<file path="src/rtl/instr_encoder_if.sv">
// instr_encoder_if
//   Command and output-stream bundle for instr_encoder.
//   Command side : cmd_valid/cmd_ready handshake, cmd_op, cmd_rs, cmd_rt,
//                  cmd_rd, cmd_shamt, cmd_imm, cmd_target.
//   Output side  : out_valid/out_ready handshake, out_instr, out_addr.
//   Status       : err (sticky illegal-op flag).
//   master drives commands and consumes words; slave is the encoder.
interface instr_encoder_if;
  logic        cmd_valid;
  logic        cmd_ready;
  logic [3:0]  cmd_op;
  logic [4:0]  cmd_rs;
  logic [4:0]  cmd_rt;
  logic [4:0]  cmd_rd;
  logic [4:0]  cmd_shamt;
  logic [15:0] cmd_imm;
  logic [25:0] cmd_target;
  logic        out_valid;
  logic        out_ready;
  logic [31:0] out_instr;
  logic [31:0] out_addr;
  logic        err;

  modport master (
    output cmd_valid, cmd_op, cmd_rs, cmd_rt, cmd_rd, cmd_shamt, cmd_imm,
           cmd_target, out_ready,
    input  cmd_ready, out_valid, out_instr, out_addr, err
  );

  modport slave (
    input  cmd_valid, cmd_op, cmd_rs, cmd_rt, cmd_rd, cmd_shamt, cmd_imm,
           cmd_target, out_ready,
    output cmd_ready, out_valid, out_instr, out_addr, err
  );
endinterface

</file>
<file path="src/rtl/instr_encoder.sv">
// instr_encoder
//   Encodes symbolic commands (addu, subu, sll, jr, jalr, ori, lui, sltiu,
//   lw, sw, beq, j, jal, nop) into 32-bit MIPS words, buffers them in a
//   DEPTH-entry FIFO and streams them out with their byte addresses.
//   Ports: clk, reset_n (async, active-low), bus (instr_encoder_if.slave).
//   Parameters: DEPTH (power of two, >= 2), BASE_ADDR (address of 1st word).
//   Optional feature: define ENC_DELAY_SLOT_EN to insert one nop after every
//   accepted beq/j/jal/jr/jalr (adds the SLOT state).
module instr_encoder #(
  parameter int unsigned DEPTH     = 4,
  parameter logic [31:0] BASE_ADDR = 32'h0000_3000
) (
  input  logic           clk,
  input  logic           reset_n,
  instr_encoder_if.slave bus
);
  localparam int unsigned   AW       = $clog2(DEPTH);
  localparam int unsigned   CW       = AW + 1;
  localparam logic [AW-1:0] PTR_ONE  = AW'(1);
  localparam logic [CW-1:0] CNT_ONE  = CW'(1);
  localparam logic [CW-1:0] CNT_FULL = CW'(DEPTH);

`ifdef ENC_DELAY_SLOT_EN
  typedef enum logic [0:0] {IDLE = 1'b0, SLOT = 1'b1} state_t;
`else
  typedef enum logic [0:0] {IDLE = 1'b0} state_t;
`endif

  state_t        state_r, state_s;
  logic [31:0]   mem_r [DEPTH];
  logic [AW-1:0] wr_ptr_r, rd_ptr_r;
  logic [CW-1:0] count_r;
  logic [31:0]   addr_r;
  logic          err_r;
  logic          full_s, out_valid_s, pop_s;
  logic          push_s, cmd_ready_s, illegal_s;
  logic [31:0]   push_data_s;

  // Fields outside the selected format are forced to zero; nop and the
  // illegal codes map to the all-zero word (illegal words are never pushed).
  function automatic logic [31:0] encode(
    input logic [3:0]  op,
    input logic [4:0]  rs, rt, rd, shamt,
    input logic [15:0] imm,
    input logic [25:0] target
  );
    logic [31:0] w;
    w = 32'h0000_0000;
    case (op)
      4'd0:    w = {6'b000000, rs, rt, rd, 5'b00000, 6'b100001};
      4'd1:    w = {6'b000000, rs, rt, rd, 5'b00000, 6'b100011};
      4'd2:    w = {6'b000000, 5'b00000, rt, rd, shamt, 6'b000000};
      4'd3:    w = {6'b000000, rs, 15'b0, 6'b001000};
      4'd4:    w = {6'b000000, rs, 5'b00000, rd, 5'b00000, 6'b001001};
      4'd5:    w = {6'b001101, rs, rt, imm};
      4'd6:    w = {6'b001111, 5'b00000, rt, imm};
      4'd7:    w = {6'b001011, rs, rt, imm};
      4'd8:    w = {6'b100011, rs, rt, imm};
      4'd9:    w = {6'b101011, rs, rt, imm};
      4'd10:   w = {6'b000100, rs, rt, imm};
      4'd11:   w = {6'b000010, target};
      4'd12:   w = {6'b000011, target};
      default: w = 32'h0000_0000;
    endcase
    return w;
  endfunction

  assign full_s      = (count_r == CNT_FULL);
  assign out_valid_s = (count_r != {CW{1'b0}});
  assign pop_s       = out_valid_s & bus.out_ready;

  // Next-state and push control; cmd_ready depends only on registered state.
  always_comb begin
    state_s     = state_r;
    push_s      = 1'b0;
    push_data_s = 32'h0000_0000;
    cmd_ready_s = 1'b0;
    illegal_s   = 1'b0;
    case (state_r)
      IDLE: begin
        cmd_ready_s = !full_s;
        if (bus.cmd_valid && !full_s) begin
          if (bus.cmd_op >= 4'd14) begin
            illegal_s = 1'b1;
          end else begin
            push_s      = 1'b1;
            push_data_s = encode(bus.cmd_op, bus.cmd_rs, bus.cmd_rt, bus.cmd_rd,
                                 bus.cmd_shamt, bus.cmd_imm, bus.cmd_target);
`ifdef ENC_DELAY_SLOT_EN
            if (bus.cmd_op inside {4'd3, 4'd4, 4'd10, 4'd11, 4'd12}) begin
              state_s = SLOT;
            end else begin
              state_s = IDLE;
            end
`endif
          end
        end else begin
          state_s = IDLE;
        end
      end
`ifdef ENC_DELAY_SLOT_EN
      SLOT: begin
        // Hold here until there is room for the delay-slot nop.
        if (!full_s) begin
          push_s      = 1'b1;
          push_data_s = 32'h0000_0000;
          state_s     = IDLE;
        end else begin
          state_s = SLOT;
        end
      end
`endif
      default: state_s = IDLE;
    endcase
  end

  // FSM state register.
  always_ff @(posedge clk or negedge reset_n) begin
    if (!reset_n) begin
      state_r <= IDLE;
    end else begin
      state_r <= state_s;
    end
  end

  // FIFO storage, pointers, occupancy and head address.
  always_ff @(posedge clk or negedge reset_n) begin
    if (!reset_n) begin
      for (int i = 0; i < DEPTH; i++) begin
        mem_r[i] <= 32'h0000_0000;
      end
      wr_ptr_r <= {AW{1'b0}};
      rd_ptr_r <= {AW{1'b0}};
      count_r  <= {CW{1'b0}};
      addr_r   <= BASE_ADDR;
    end else begin
      if (push_s) begin
        mem_r[wr_ptr_r] <= push_data_s;
        wr_ptr_r        <= wr_ptr_r + PTR_ONE;
      end
      if (pop_s) begin
        rd_ptr_r <= rd_ptr_r + PTR_ONE;
        // Natural 32-bit overflow gives the required modulo-2^32 wrap.
        addr_r   <= addr_r + 32'd4;
      end
      case ({push_s, pop_s})
        2'b10:   count_r <= count_r + CNT_ONE;
        2'b01:   count_r <= count_r - CNT_ONE;
        default: count_r <= count_r;
      endcase
    end
  end

  // Sticky illegal-op flag, cleared only by reset.
  always_ff @(posedge clk or negedge reset_n) begin
    if (!reset_n) begin
      err_r <= 1'b0;
    end else if (illegal_s) begin
      err_r <= 1'b1;
    end else begin
      err_r <= err_r;
    end
  end

  assign bus.cmd_ready = cmd_ready_s;
  assign bus.out_valid = out_valid_s;
  assign bus.out_instr = mem_r[rd_ptr_r];
  assign bus.out_addr  = addr_r;
  assign bus.err       = err_r;
endmodule

</file>
<file path="src/flat_wrapper.sv">
// flat-port wrapper written by rule: the top's interface ports become plain ports
module instr_encoder_flat 
#(
  parameter int unsigned DEPTH     = 4,
  parameter logic [31:0] BASE_ADDR = 32'h0000_3000
)
  (clk, reset_n, bus_cmd_valid, bus_cmd_op, bus_cmd_rs, bus_cmd_rt, bus_cmd_rd, bus_cmd_shamt, bus_cmd_imm, bus_cmd_target, bus_out_ready, bus_cmd_ready, bus_out_valid, bus_out_instr, bus_out_addr, bus_err);
  instr_encoder_if bus_i ();
  input  logic clk;
  input  logic reset_n;
  input wire logic [$bits(bus_i.cmd_valid)-1:0] bus_cmd_valid;
  input wire logic [$bits(bus_i.cmd_op)-1:0] bus_cmd_op;
  input wire logic [$bits(bus_i.cmd_rs)-1:0] bus_cmd_rs;
  input wire logic [$bits(bus_i.cmd_rt)-1:0] bus_cmd_rt;
  input wire logic [$bits(bus_i.cmd_rd)-1:0] bus_cmd_rd;
  input wire logic [$bits(bus_i.cmd_shamt)-1:0] bus_cmd_shamt;
  input wire logic [$bits(bus_i.cmd_imm)-1:0] bus_cmd_imm;
  input wire logic [$bits(bus_i.cmd_target)-1:0] bus_cmd_target;
  input wire logic [$bits(bus_i.out_ready)-1:0] bus_out_ready;
  output wire logic [$bits(bus_i.cmd_ready)-1:0] bus_cmd_ready;
  output wire logic [$bits(bus_i.out_valid)-1:0] bus_out_valid;
  output wire logic [$bits(bus_i.out_instr)-1:0] bus_out_instr;
  output wire logic [$bits(bus_i.out_addr)-1:0] bus_out_addr;
  output wire logic [$bits(bus_i.err)-1:0] bus_err;
  assign bus_i.cmd_valid = bus_cmd_valid;
  assign bus_i.cmd_op = bus_cmd_op;
  assign bus_i.cmd_rs = bus_cmd_rs;
  assign bus_i.cmd_rt = bus_cmd_rt;
  assign bus_i.cmd_rd = bus_cmd_rd;
  assign bus_i.cmd_shamt = bus_cmd_shamt;
  assign bus_i.cmd_imm = bus_cmd_imm;
  assign bus_i.cmd_target = bus_cmd_target;
  assign bus_i.out_ready = bus_out_ready;
  assign bus_cmd_ready = bus_i.cmd_ready;
  assign bus_out_valid = bus_i.out_valid;
  assign bus_out_instr = bus_i.out_instr;
  assign bus_out_addr = bus_i.out_addr;
  assign bus_err = bus_i.err;
  instr_encoder #(.DEPTH(DEPTH), .BASE_ADDR(BASE_ADDR)) u_core (.clk(clk), .reset_n(reset_n), .bus(bus_i));
endmodule
</file>
<file path="config.mk">
export PLATFORM = sky130hd
export DESIGN_NAME = instr_encoder_flat
export DESIGN_NICKNAME = d
export VERILOG_FILES = /design/src/rtl/instr_encoder_if.sv /design/src/rtl/instr_encoder.sv /design/src/flat_wrapper.sv
export SDC_FILE = /design/constraint.sdc
export NUM_CORES = 1
export LEC_CHECK = 0
export CAP_MARGIN = 20
export CELL_PAD_IN_SITES_DETAIL_PLACEMENT = 1
export CELL_PAD_IN_SITES_GLOBAL_PLACEMENT = 1
export CORE_AREA = 4 4 141 143
export DETAILED_ROUTE_END_ITERATION = 12
export DIE_AREA = 0 0 145 147
export PLACE_DENSITY = 0.77
export SYNTH_ARGS = -nofsm -noshare
export SYNTH_HDL_FRONTEND = slang
export SYNTH_SLANG_ARGS = --single-unit
</file>
<file path="constraint.sdc">
create_clock -name clk -period 2.8 [get_ports clk]
set_clock_uncertainty 0.05 [all_clocks]
set_input_delay 0.56 -clock clk [delete_from_list [all_inputs] [get_ports clk]]
set_output_delay 0.56 -clock clk [all_outputs]
set_load 0.02 [all_outputs]
</file>
==> summary.md <==
| Metric | Value |
|---|---|
| Status | `complete, no violations` |
| Critical Path RT | `2190 ps` |
| Yosys reg bits | `162` |
| Worst-Margin Slew | `756 ps` |
| P per Cell Area | `1060 mW/mm²` |
| Max_cap viols | `0` |
| Lkg Pwr | `0.00454 µW` |
| Initial Util | `41.2%` |
| Tcrit/Tclk final | `94.4%` |
| Worst skew pair latency | `430 ps` |
| Critical path arrival | `2030 ps` |
| # DRC | `0` |
| CP startpoint kind | `flop` |
| Mean number of vias per cell | `5.90` |
| Clock buffer depth | `2` |
| CTS Sinks | `162` |
| Num ports | `137` |
| Htree depth | `4` |
| Synth Cell Area | `0.00766 mm²` |
| Drt total wl | `23900 µm` |
| Wirelength per Cell | `23.1 µm` |
| Final Non-Filler Cells | `1035` |
| Seq/Total Area, Yosys | `53.0%` |
| Tot Pwr | `10700 µW` |
| EDFF count, synth | `0` |
| Placement Cell Area | `0.00942 mm²` |
| Nets | `865` |
| R2r setup slk | `660 ps` |
| Core area | `0.0186 mm²` |
| Post-Syn Area per Cell | `12.1 µm²` |
| Gr ovfl total | `0` |
| Layout area overhead | `31.6%` |
| Async set or reset register ratio after synthesis | `100%` |
| Max Fclk | `0.378 GHz` |
| Worst reg2reg path depth | `9` |
| DP Cell Count | `1001` |
| Ant. Diodes | `0` |
| Critical path class | `reg -> out` |
| TritonCTS clock tree | `built` |
| Synth warnings | `0` |
| Synth Flop Type | `dfrtp_1` |
| # fillers | `1917` |
| Final setup viols | `0` |
| Die height | `147 µm` |
| Port buffer count | `133` |
| Vias | `6109` |
| Cts hold-fix bufs | `0` |
| Max Slew Vio Count | `0` |
| Reg2reg start | `u_core.count_r[0]` |
| Slew margin rel. | `48.2%` |
| HPWL after DPL | `16400 µm` |
| DR iter-0 viols | `363` |
| Antenna violations before repair | `0` |
| Row count | `50` |
| Die width | `145 µm` |
| Reg-to-reg endpoint | `u_core.count_r[2]` |
| Min-Delay Path Class | `in -> async` |
| Reg clk slew, reported paths | `70 ps` |
| Number of global-route vias before repair | `6889` |
| Overall routing resource usage | `22.8%` |
| Post-Layout Inst Area | `0.0101 mm²` |
| Post-route ant nets | `0` |
| Largest net degree at the start of global routing | `69` |
| First-pass GRT wire length | `38600 µm` |
| Pre-antenna DRT Iters | `5` |
| CTS Buf Count | `17` |
| Post-Synthesis Cells | `634` |
| Worst VDD drop | `0.575 mV` |
| GPL Wtd Cong | `0.875` |
| Hold Fails Final Rpt | `0` |
| Crit path capture type | `output pin` |
| RSZ-0062 raised after global routing | `no` |
| Die Area | `0.0213 mm²` |
| Netlist cell types | `59` |
| Clock root cell | `clkbuf_16` |
| Critical path fanouts, max | `17` |
| Fraction of layout cells with a size suffix above 1 | `17.4%` |
| Post-route minimum period | `2640 ps` |
[power by group]
group | internal [µW] | leakage (µW) | total [µW] | switching (µW)
Sequential | 3210 | 0.00211 | 3790 | 586
Clock | 1620 | 0.000319 | 2650 | 1030
Combinational | 2050 | 0.00211 | 4270 | 2220
[per-stage QoR]
stage / TNS [ps] / util (%) / setup WS [ps] / hold slack [ps]
floorplan: 0 / - / 645 / 214
detailed placement: -339 / 50.7 / -72.9 / 418
CTS: 0 / 54.2 / 18.1 / 97.0
global route: 0 / 54.2 / 95.0 / 106
global placement: -10.3 / 50.7 / -5.25 / 406
finish: 0 / 54.2 / 156 / 58.5
[metal layers]
metal | vias to the layer above | GRT usage (%) | part of all wire, %
met2 | 176 | 40.8 | 52
met1 | 3255 | 28.0 | 42
met3 | 28 | 5.21 | 4.1
met5 | - | 0 | 0
li1 | 2650 | - | -
met4 | 0 | 6.22 | 1.5
[cells in the final DEF (no fill, tap or decap), types with 2 or more instances in the layout]
cell / n
mux4_2: 31
a22o_1: 77
inv_6: 3
nand3_1: 17
o21ai_0: 55
a222oi_1: 5
clkinvlp_4: 2
conb_1: 3
buf_12: 4
clkdlybuf4s50_1: 102
and3_1: 11
nor3_1: 3
bufinv_16: 5
clkbuf_16: 17
buf_4: 38
inv_1: 11
nor2_1: 6
nand2_4: 2
and2_0: 3
dlygate4sd2_1: 23
mux2_2: 17
dlymetal6s2s_1: 3
and4_1: 2
dfrtp_1: 159
a221oi_1: 5
nand4_1: 7
ha_1: 6
dfstp_2: 2
a21oi_1: 10
xnor2_1: 28
nand2_1: 88
clkinv_4: 2
mux2i_1: 2
xor2_1: 7
nor2b_1: 10
[synthesized netlist by cell type, types with 2 or more instances]
master | n | area share, %
a21oi_1 | 10 | 0.65
a221oi_1 | 5 | 0.57
a222oi_1 | 5 | 0.65
a22o_1 | 77 | 8.8
and2_0 | 3 | 0.25
and3_1 | 11 | 0.90
and4_1 | 2 | 0.23
buf_1 | 4 | 0.20
buf_2 | 16 | 1.0
buf_4 | 6 | 0.59
clkbuf_1 | 12 | 0.59
dfrtp_1 | 160 | 52
dfstp_2 | 2 | 0.69
ha_1 | 6 | 0.98
inv_1 | 11 | 0.54
mux2_2 | 17 | 2.5
mux2i_1 | 2 | 0.26
mux4_2 | 31 | 9.1
nand2_1 | 88 | 4.3
nand2_4 | 2 | 0.29
nand3_1 | 17 | 1.1
nand4_1 | 7 | 0.57
nor2_1 | 6 | 0.29
nor2b_1 | 10 | 0.82
nor3_1 | 3 | 0.20
o21ai_0 | 55 | 3.6
xnor2_1 | 28 | 3.2
xor2_1 | 7 | 0.80
[flip-flops by register name, summed over array words and instances (netlist names)]
signal               flops
u_core.rd_ptr_r          2
u_core.wr_ptr_r          2
u_core.bus.err           1
u_core.mem_r           124
u_core.count_r           3
u_core.bus.out_addr     30
[worst max path at each step]
stage,slack (ps),end,depth (start not counted),startpoint
floorplan,650,u_core.count_r[2],10,bus_cmd_op[1]
global placement,-5,u_core.mem_r[15],7,bus_cmd_op[3]
detailed placement,-70,u_core.mem_r[111],7,bus_cmd_op[1]
CTS,20,bus_out_instr[3],3,u_core.rd_ptr_r[0]
global route,100,bus_out_instr[25],3,u_core.rd_ptr_r[0]
finish,160,bus_out_instr[25],3,u_core.rd_ptr_r[0]
[kinds of logic after synthesis]
family                   share of synthesized area, %
AO/OA/AOI/OAI                                    16.1
flip-flops                                       53.0
AND/OR/NAND/NOR                                  10.7
multiplexers                                     11.9
buffers and inverters                            3.01
XOR/XNOR                                         4.00
adder cells (fa/ha/maj)                          1.24
other                                          0.0490
[what timing repair did]
item	in CTS	in global routing
buffers inserted	2	0
pin swaps	0	0
setup endpoints to repair	23	3
resized for setup	23	3
[layout make-up]
cell class	count	area [µm²]	share of cell area, %
Timing Repair Buffer	171	1640	16.2
Inverter	12	45.0	0.447
Tap cell	234	293	2.91
Clock inverter	14	225	2.24
Multi-Input combinational cell	424	3380	33.5
Sequential cell	162	4060	40.3
Clock buffer	18	439	4.36
[critical path, stage by stage, from the launching register on]
cell and delay (ps):
dfrtp_2 470, buf_12 220, mux4_2 550, dlygate4sd2_1 340
Note: power is estimated with default switching activity, not from simulation.
==> RTL change 1 (config.mk and constraints unchanged) <==
`DEPTH` is set to 4 in 2 places; all go to 2.
--- a/src/rtl/instr_encoder.sv
+++ b/src/rtl/instr_encoder.sv
@@ -9,3 +9,3 @@
 module instr_encoder #(
-  parameter int unsigned DEPTH     = 4,
+  parameter int unsigned DEPTH     = 2,
   parameter logic [31:0] BASE_ADDR = 32'h0000_3000
--- a/src/flat_wrapper.sv
+++ b/src/flat_wrapper.sv
@@ -3,3 +3,3 @@
 #(
-  parameter int unsigned DEPTH     = 4,
+  parameter int unsigned DEPTH     = 2,
   parameter logic [31:0] BASE_ADDR = 32'h0000_3000
Check against the original RTL: not equivalent (a bounded check fails within 4 cycles, from zero or initial values and one cycle with reset_n low).
==> RTL change 1 against the original RTL <==
Register-to-register slack worse by 30 ps. Count of clock-buffer cells in the layout is 9 lower. Routed wire length is 27% lower. Power is 39% lower. Setup slack better by 100 ps. Sequential cell count is 65 lower. Design area is 24% lower. Core utilization is 13 points lower. Synthesized area is 26% lower. Largest power group unchanged. Highest routed layer unchanged.
==> RTL change 1: results (changes against the original RTL) <==
- Max Used Layer: met4
- Drt pass-1 iters: 4 (-1)
- Yosys top cell by area: dfrtp_1
- TNS Setup: 0 ps (unchanged)
- CP max stage delay: 550 ps (about the same)
- Number of buffers created by CTS: 9 (-8)
- Via Count: 5076 (-17%)
- Async set-reset flop share out of synthesis: 100% (unchanged)
- Post-DP HPWL: 13300 um (-19%)
- Max VDD drop: 0.000589 V (+2.5%)
- Max reg flops: 62 (-50%)
- Clock slew at reported path FFs: 80 ps
- 1st-iter DRT viols: 167 (-54%)
- Routed WL: 17500 um (-27%)
- Slowest CP cell: clkdlybuf4s50_1
- Crit path DAT: 1930 ps (-100 ps)
- Vias in the first global route: 5438 (-21%)
- Sw Share: 37.8% (+2.1 points)
- Longest Clk Path Bufs: 2 (unchanged)
- Rel. slew slack: 53.1% (+4.9 points)
- # Post-CTS Setup Buffers: 0 (-2)
- Synth top cells by count: dfrtp_1 (95), nand2_1 (51), mux2_2 (39)
- Number of diodes: 0 (unchanged)
- Min-delay worst type: input port to async pin
- Worst r2r path cells: 4 (-5)
- Clock latency on the worst-skew pair: 360 ps (-70 ps)
- Initial antenna violation count: 0 (unchanged)
- Port Buffers: 133 (unchanged)
- Met3 WL: 659 um (-33%)
- Largest cells by area after synthesis: dfrtp_1 (42%), mux2_2 (7.7%), nand2_1 (3.4%)
- Critical path fanouts, max: 17 (unchanged)
- Post-cts sizing count: 0 (-100%)
- H-tree levels: 3 (-1)
- Main synth FF type: dfrtp_1
- Placement Setup Slack: 49.7 ps (+123 ps)
- Cell family with most CP delay: buffers and inverters
- Sequential area share after synthesis: 42.9% (-10 points)
- First-pass GRT wire length: 28500 um (-26%)
- Leakage power: 0.00309 uW (-32%)
- Status: finished, final reports clean
- Routability cong.: 0.822 (-6.0%)
- Largest net degree at the start of global routing: 39 (-43%)
- M1 WL: 7860 um (-22%)
- Synthesis Warnings: 0 (unchanged)
- Share of cells above drive strength 1: 14.0% (-3.3 points)
- Nets: 794 (-8.2%)
- GRT Total Usage: 16.4% (-6.5 points)
- Clock Tree Root: clkbuf_16
- Met2 WL: 8610 um (-31%)
- Fill count: 2095 (+9.3%)
- Synth cell types: 58 (-1.7%)
-- RTL change 1: power by group through the flow --
| stage | registers, uW | clock network, uW | logic, uW |
|---|---|---|---|
| final | 2230 | 1240 | 3030 |
| after global routing | 2300 | 1350 | 3280 |
| after CTS | 2230 | 1280 | 3090 |
| after detailed placement | 2250 | 0 | 3080 |
| after global placement | 2220 | 0 | 3030 |
| after floorplan | 2200 | 0 | 1780 |
-- RTL change 1: worst reg2reg max path: cells and delay by family, from the launching register on --
family / cells / cell delay (ps)
flip-flops: 1 / 600
XOR/XNOR: 1 / 170
AND/OR/NAND/NOR: 3 / 1260
-- RTL change 1: stage by stage --
step	utilization, %	std cells	hold slack (ps)	total power, uW	area, um2
global placement	39.4	945	405	5250	7330
finish	41.0	961	75.6	6490	7620
floorplan	-	596	214	3970	5680
detailed placement	39.4	945	419	5320	7330
CTS	41.0	961	84.3	6600	7620
global route	41.0	961	90.6	6930	7620
-- RTL change 1: layout make-up --
type | instances | area [um2] | share of cell area [%]
multi-input cells | 442 | 3000 | 39.3
flip-flops and latches | 97 | 2430 | 31.9
repair buffers | 162 | 1570 | 20.6
well taps | 234 | 293 | 3.84
clock buffers | 9 | 225 | 2.95
clock inverters | 7 | 71.3 | 0.936
inverters | 10 | 37.5 | 0.492
-- RTL change 1: cells by family (layout without fill, tap and decap cells) --
group / count (synthesis) / count (layout) / share of synthesized area (%)
buf+inv: 57 / 188 / 4.35
flops: 97 / 97 / 42.9
fa+ha+maj: 3 / 3 / 0.618
compound gates: 148 / 148 / 17.7
xor+xnor: 33 / 33 / 5.10
mux: 39 / 39 / 7.75
simple gates: 216 / 216 / 21.6
other cells: 1 / 3 / 0.0662
-- RTL change 1: routing by layer --
metal	vias up	GRT usage, %
met2	123	28.9
li1	2417	-
met1	2514	20.2
met4	0	4.51
met3	22	3.64
met5	-	0
-- RTL change 1: worst paths after layout --
check | from | endpoint | slack, ps
max | u_core.rd_ptr_r$_DFFE_PN0P_ | bus_out_instr[2] | 260
min | reset_n | u_core.bus.out_addr[20]$_DFFE_PN0P_ | 80
max reg2reg | u_core.bus.out_addr[12]$_DFFE_PN1P_ | u_core.bus.out_addr[31]$_DFFE_PN0P_ | 630
min reg2reg | u_core.bus.out_addr[31]$_DFFE_PN0P_ | u_core.bus.out_addr[31]$_DFFE_PN0P_ | 430
max in group asynchronous | reset_n | u_core.bus.out_addr[12]$_DFFE_PN1P_ | 1980
min in group clk | u_core.bus.out_addr[31]$_DFFE_PN0P_ | u_core.bus.out_addr[31]$_DFFE_PN0P_ | 430
==> RTL change 2 (same settings) <==
Without the edit above. Make the reset (`reset_n`) synchronous in 3 clocked blocks. Comments in the files are not updated.
--- a/src/rtl/instr_encoder.sv
+++ b/src/rtl/instr_encoder.sv
@@ -117,3 +117,3 @@
   // FSM state register.
-  always_ff @(posedge clk or negedge reset_n) begin
+  always_ff @(posedge clk) begin
     if (!reset_n) begin
@@ -126,3 +126,3 @@
   // FIFO storage, pointers, occupancy and head address.
-  always_ff @(posedge clk or negedge reset_n) begin
+  always_ff @(posedge clk) begin
     if (!reset_n) begin
@@ -154,3 +154,3 @@
   // Sticky illegal-op flag, cleared only by reset.
-  always_ff @(posedge clk or negedge reset_n) begin
+  always_ff @(posedge clk) begin
     if (!reset_n) begin
Behaviour: differs if reset_n is asserted again (counterexample within 4 cycles, from zero or initial values and one cycle with reset_n low); with reset_n held inactive, the same outputs for 4 cycles.
==> RTL change 2 against the original RTL <==
Routed wire length is 2.1% lower. Sequential cell count is 2 higher. Final cell count is 0.97% higher. Sequential share of layout area is 4.1 points higher. Design area is 1.1% higher. Setup slack worse by 88 ps. Synthesized area hardly changed.
Power is not compared: it rests on default switching activity, and its combinational part moved more than twofold at a synthesized area within 25%.
==> RTL change 2: results (changes against the original RTL) <==
- Met3 Resource Use GR: 4.63% (-0.59 points)
- Max reg flops: 124 (unchanged)
- Via Count: 6116 (+0.11%)
- First-pass GRT wire length: 36800 um (-4.7%)
- Fill count: 1889 (-1.5%)
- Grt total ovfl: 0 (unchanged)
- GRT Total Usage: 22.1% (-0.75 points)
- H-tree levels: 4 (unchanged)
- GR met2 Demand/Resource: 39.0% (-1.8 points)
- Slowest CP cell: clkdlybuf4s50_1
- Cell family with most CP delay: buffers and inverters
- Worst Max-Slew Pin Slew: 684 ps (-72.0 ps)
- Placed cell areas: 9600 um2 (+2.0%)
- Hold path depth: 2
- Leakage power: approximately 0.0037 uW
- Mapped Cells: 640 (+0.95%)
- Largest Register: u_core.mem_r
- Post-synth EDFFs: 124 (+124)
- Drt pass-1 iters: 5 (unchanged)
- Status: finished, final reports clean
- Clock slew at reported path FFs: 70 ps (about the same)
- Nets: 871 (+0.69%)
- Min-delay worst type: flip-flop to flip-flop
- Placement Setup Slack: -143 ps (-70.2 ps)
- Number of buffers created by CTS: 17 (unchanged)
- Largest net degree at the start of global routing: 32 (-54%)
- Post-DP HPWL: 15900 um (-3.1%)
- Initial antenna violation count: 0 (unchanged)
- Port Buffers: 133 (unchanged)
- Largest cells by area after synthesis: edfxtp_1 (49%), dfxtp_1 (10%), mux4_2 (9.1%)
- # Post-CTS Setup Buffers: 0 (-2)
- Critical path fanouts, max: 16 (-1)
- WL/cell: 22.4 um (-3.0%)
- Number of diodes: 0 (unchanged)
- Met1 usage: 26.7% (-1.2 points)
- Routed WL: 23400 um (-2.1%)
- Sequential area share after synthesis: 59.0% (+6.1 points)
- Synth top cells by count: edfxtp_1 (124), nor2_1 (124), dfxtp_1 (40)
- Worst r2r path cells: 8 (-1)
- Clock latency on the worst-skew pair: 430 ps (about the same)
- Synth cell types: 59 (unchanged)
- Synthesis Warnings: 0 (unchanged)
- Async set-reset flop share out of synthesis: 0% (-100 points)
- Max VDD drop: about 0.00046 V
- 1st-iter DRT viols: 432 (+19%)
- Clock Tree Root: clkbuf_16
- Longest Clk Path Bufs: 2 (unchanged)
- Vias in the first global route: 6568 (-4.7%)
- Placed Instances: 1012 (+1.1%)
- Share of cells above drive strength 1: 15.3% (-2.1 points)
- Routability cong.: 0.783 (-11%)
- Crit path DAT: 2120 ps (+90 ps)
- Power Density: 703 nW/um2
- CP max stage delay: 550 ps (about the same)
-- RTL change 2: cell count changes after synthesis, sizes merged, moves of 13 or more --
cell	change
buf	-17
o21ai	-40
dfxtp	+40
dfrtp	-160
clkbuf	+22
a22o	-71
nor2	+117
xnor2	-22
nor3	+13
edfxtp	+124
a21oi	+20
nand2	-67
mux2	-17
-- RTL change 2: power breakdown --
group	internal [uW]	total (uW)	switching, uW
registers	2810	2910	101
logic	873	1910	1040
clock network	1270	2340	1070
total	4960	7160	2210
-- RTL change 2: path summary, 6_finish.rpt --
check,from,endpoint,slack [ps]
max,flip-flop,bus_out_instr[24],70
min,u_core.bus.out_addr[31]$_SDFFE_PN0P_,u_core.bus.out_addr[31]$_SDFFE_PN0P_,440
min reg2reg,u_core.bus.out_addr[31]$_SDFFE_PN0P_,u_core.bus.out_addr[31]$_SDFFE_PN0P_,440
max reg2reg,u_core.count_r[2]$_SDFFE_PN0P_,u_core.count_r[2]$_SDFFE_PN0P_,170
-- RTL change 2: cell families after synthesis --
family | count (synthesis) | synth area share [%]
xor+xnor | 16 | 1.83
compound gates | 100 | 9.11
buf+inv | 61 | 3.26
simple gates | 259 | 16.4
flops | 164 | 59.0
fa+ha+maj | 3 | 0.588
other cells | 1 | 0.0489
mux | 36 | 9.76
-- RTL change 2: final cells by class --
cell class	count	area share, %
Inverter	18	0.663
Clock buffer	17	4.17
Timing Repair Buffer	180	17.6
Multi-Input combinational cell	417	28.7
Sequential cell	164	44.4
Tap cell	234	2.87
Clock inverter	15	1.58
-- RTL change 2: what timing repair did --
| item | in CTS | in global routing |
|---|---|---|
| endpoints found under the setup margin | 26 | 5 |
| gates resized for setup | 26 | 4 |
| gates cloned | 0 | 1 |
-- RTL change 2: worst reg2reg max path, delay by kind of cell, from the launching register on --
kind                       cells  cell delay (ps)
AOI/OAI and AO/OA              1              140
xor gates and xnor gates       1              170
adders and majority gates      2              620
buffers and inverters          1               80
DFF                            1              410
and+or+nand+nor                3             1090
-- RTL change 2: stage by stage --
stage	setup TNS [ps]	hold WS (ps)
final	0	437
after detailed placement	-1280	434
after floorplan	0	434
after CTS	0	445
after global placement	0	409
after global routing	-0.249	467
-- RTL change 2: routing by layer --
layer	up-vias	wire (um)
li1	2725	-
met4	0	544
met3	50	1460
met2	250	12000
met1	3091	9410
met5	-	0
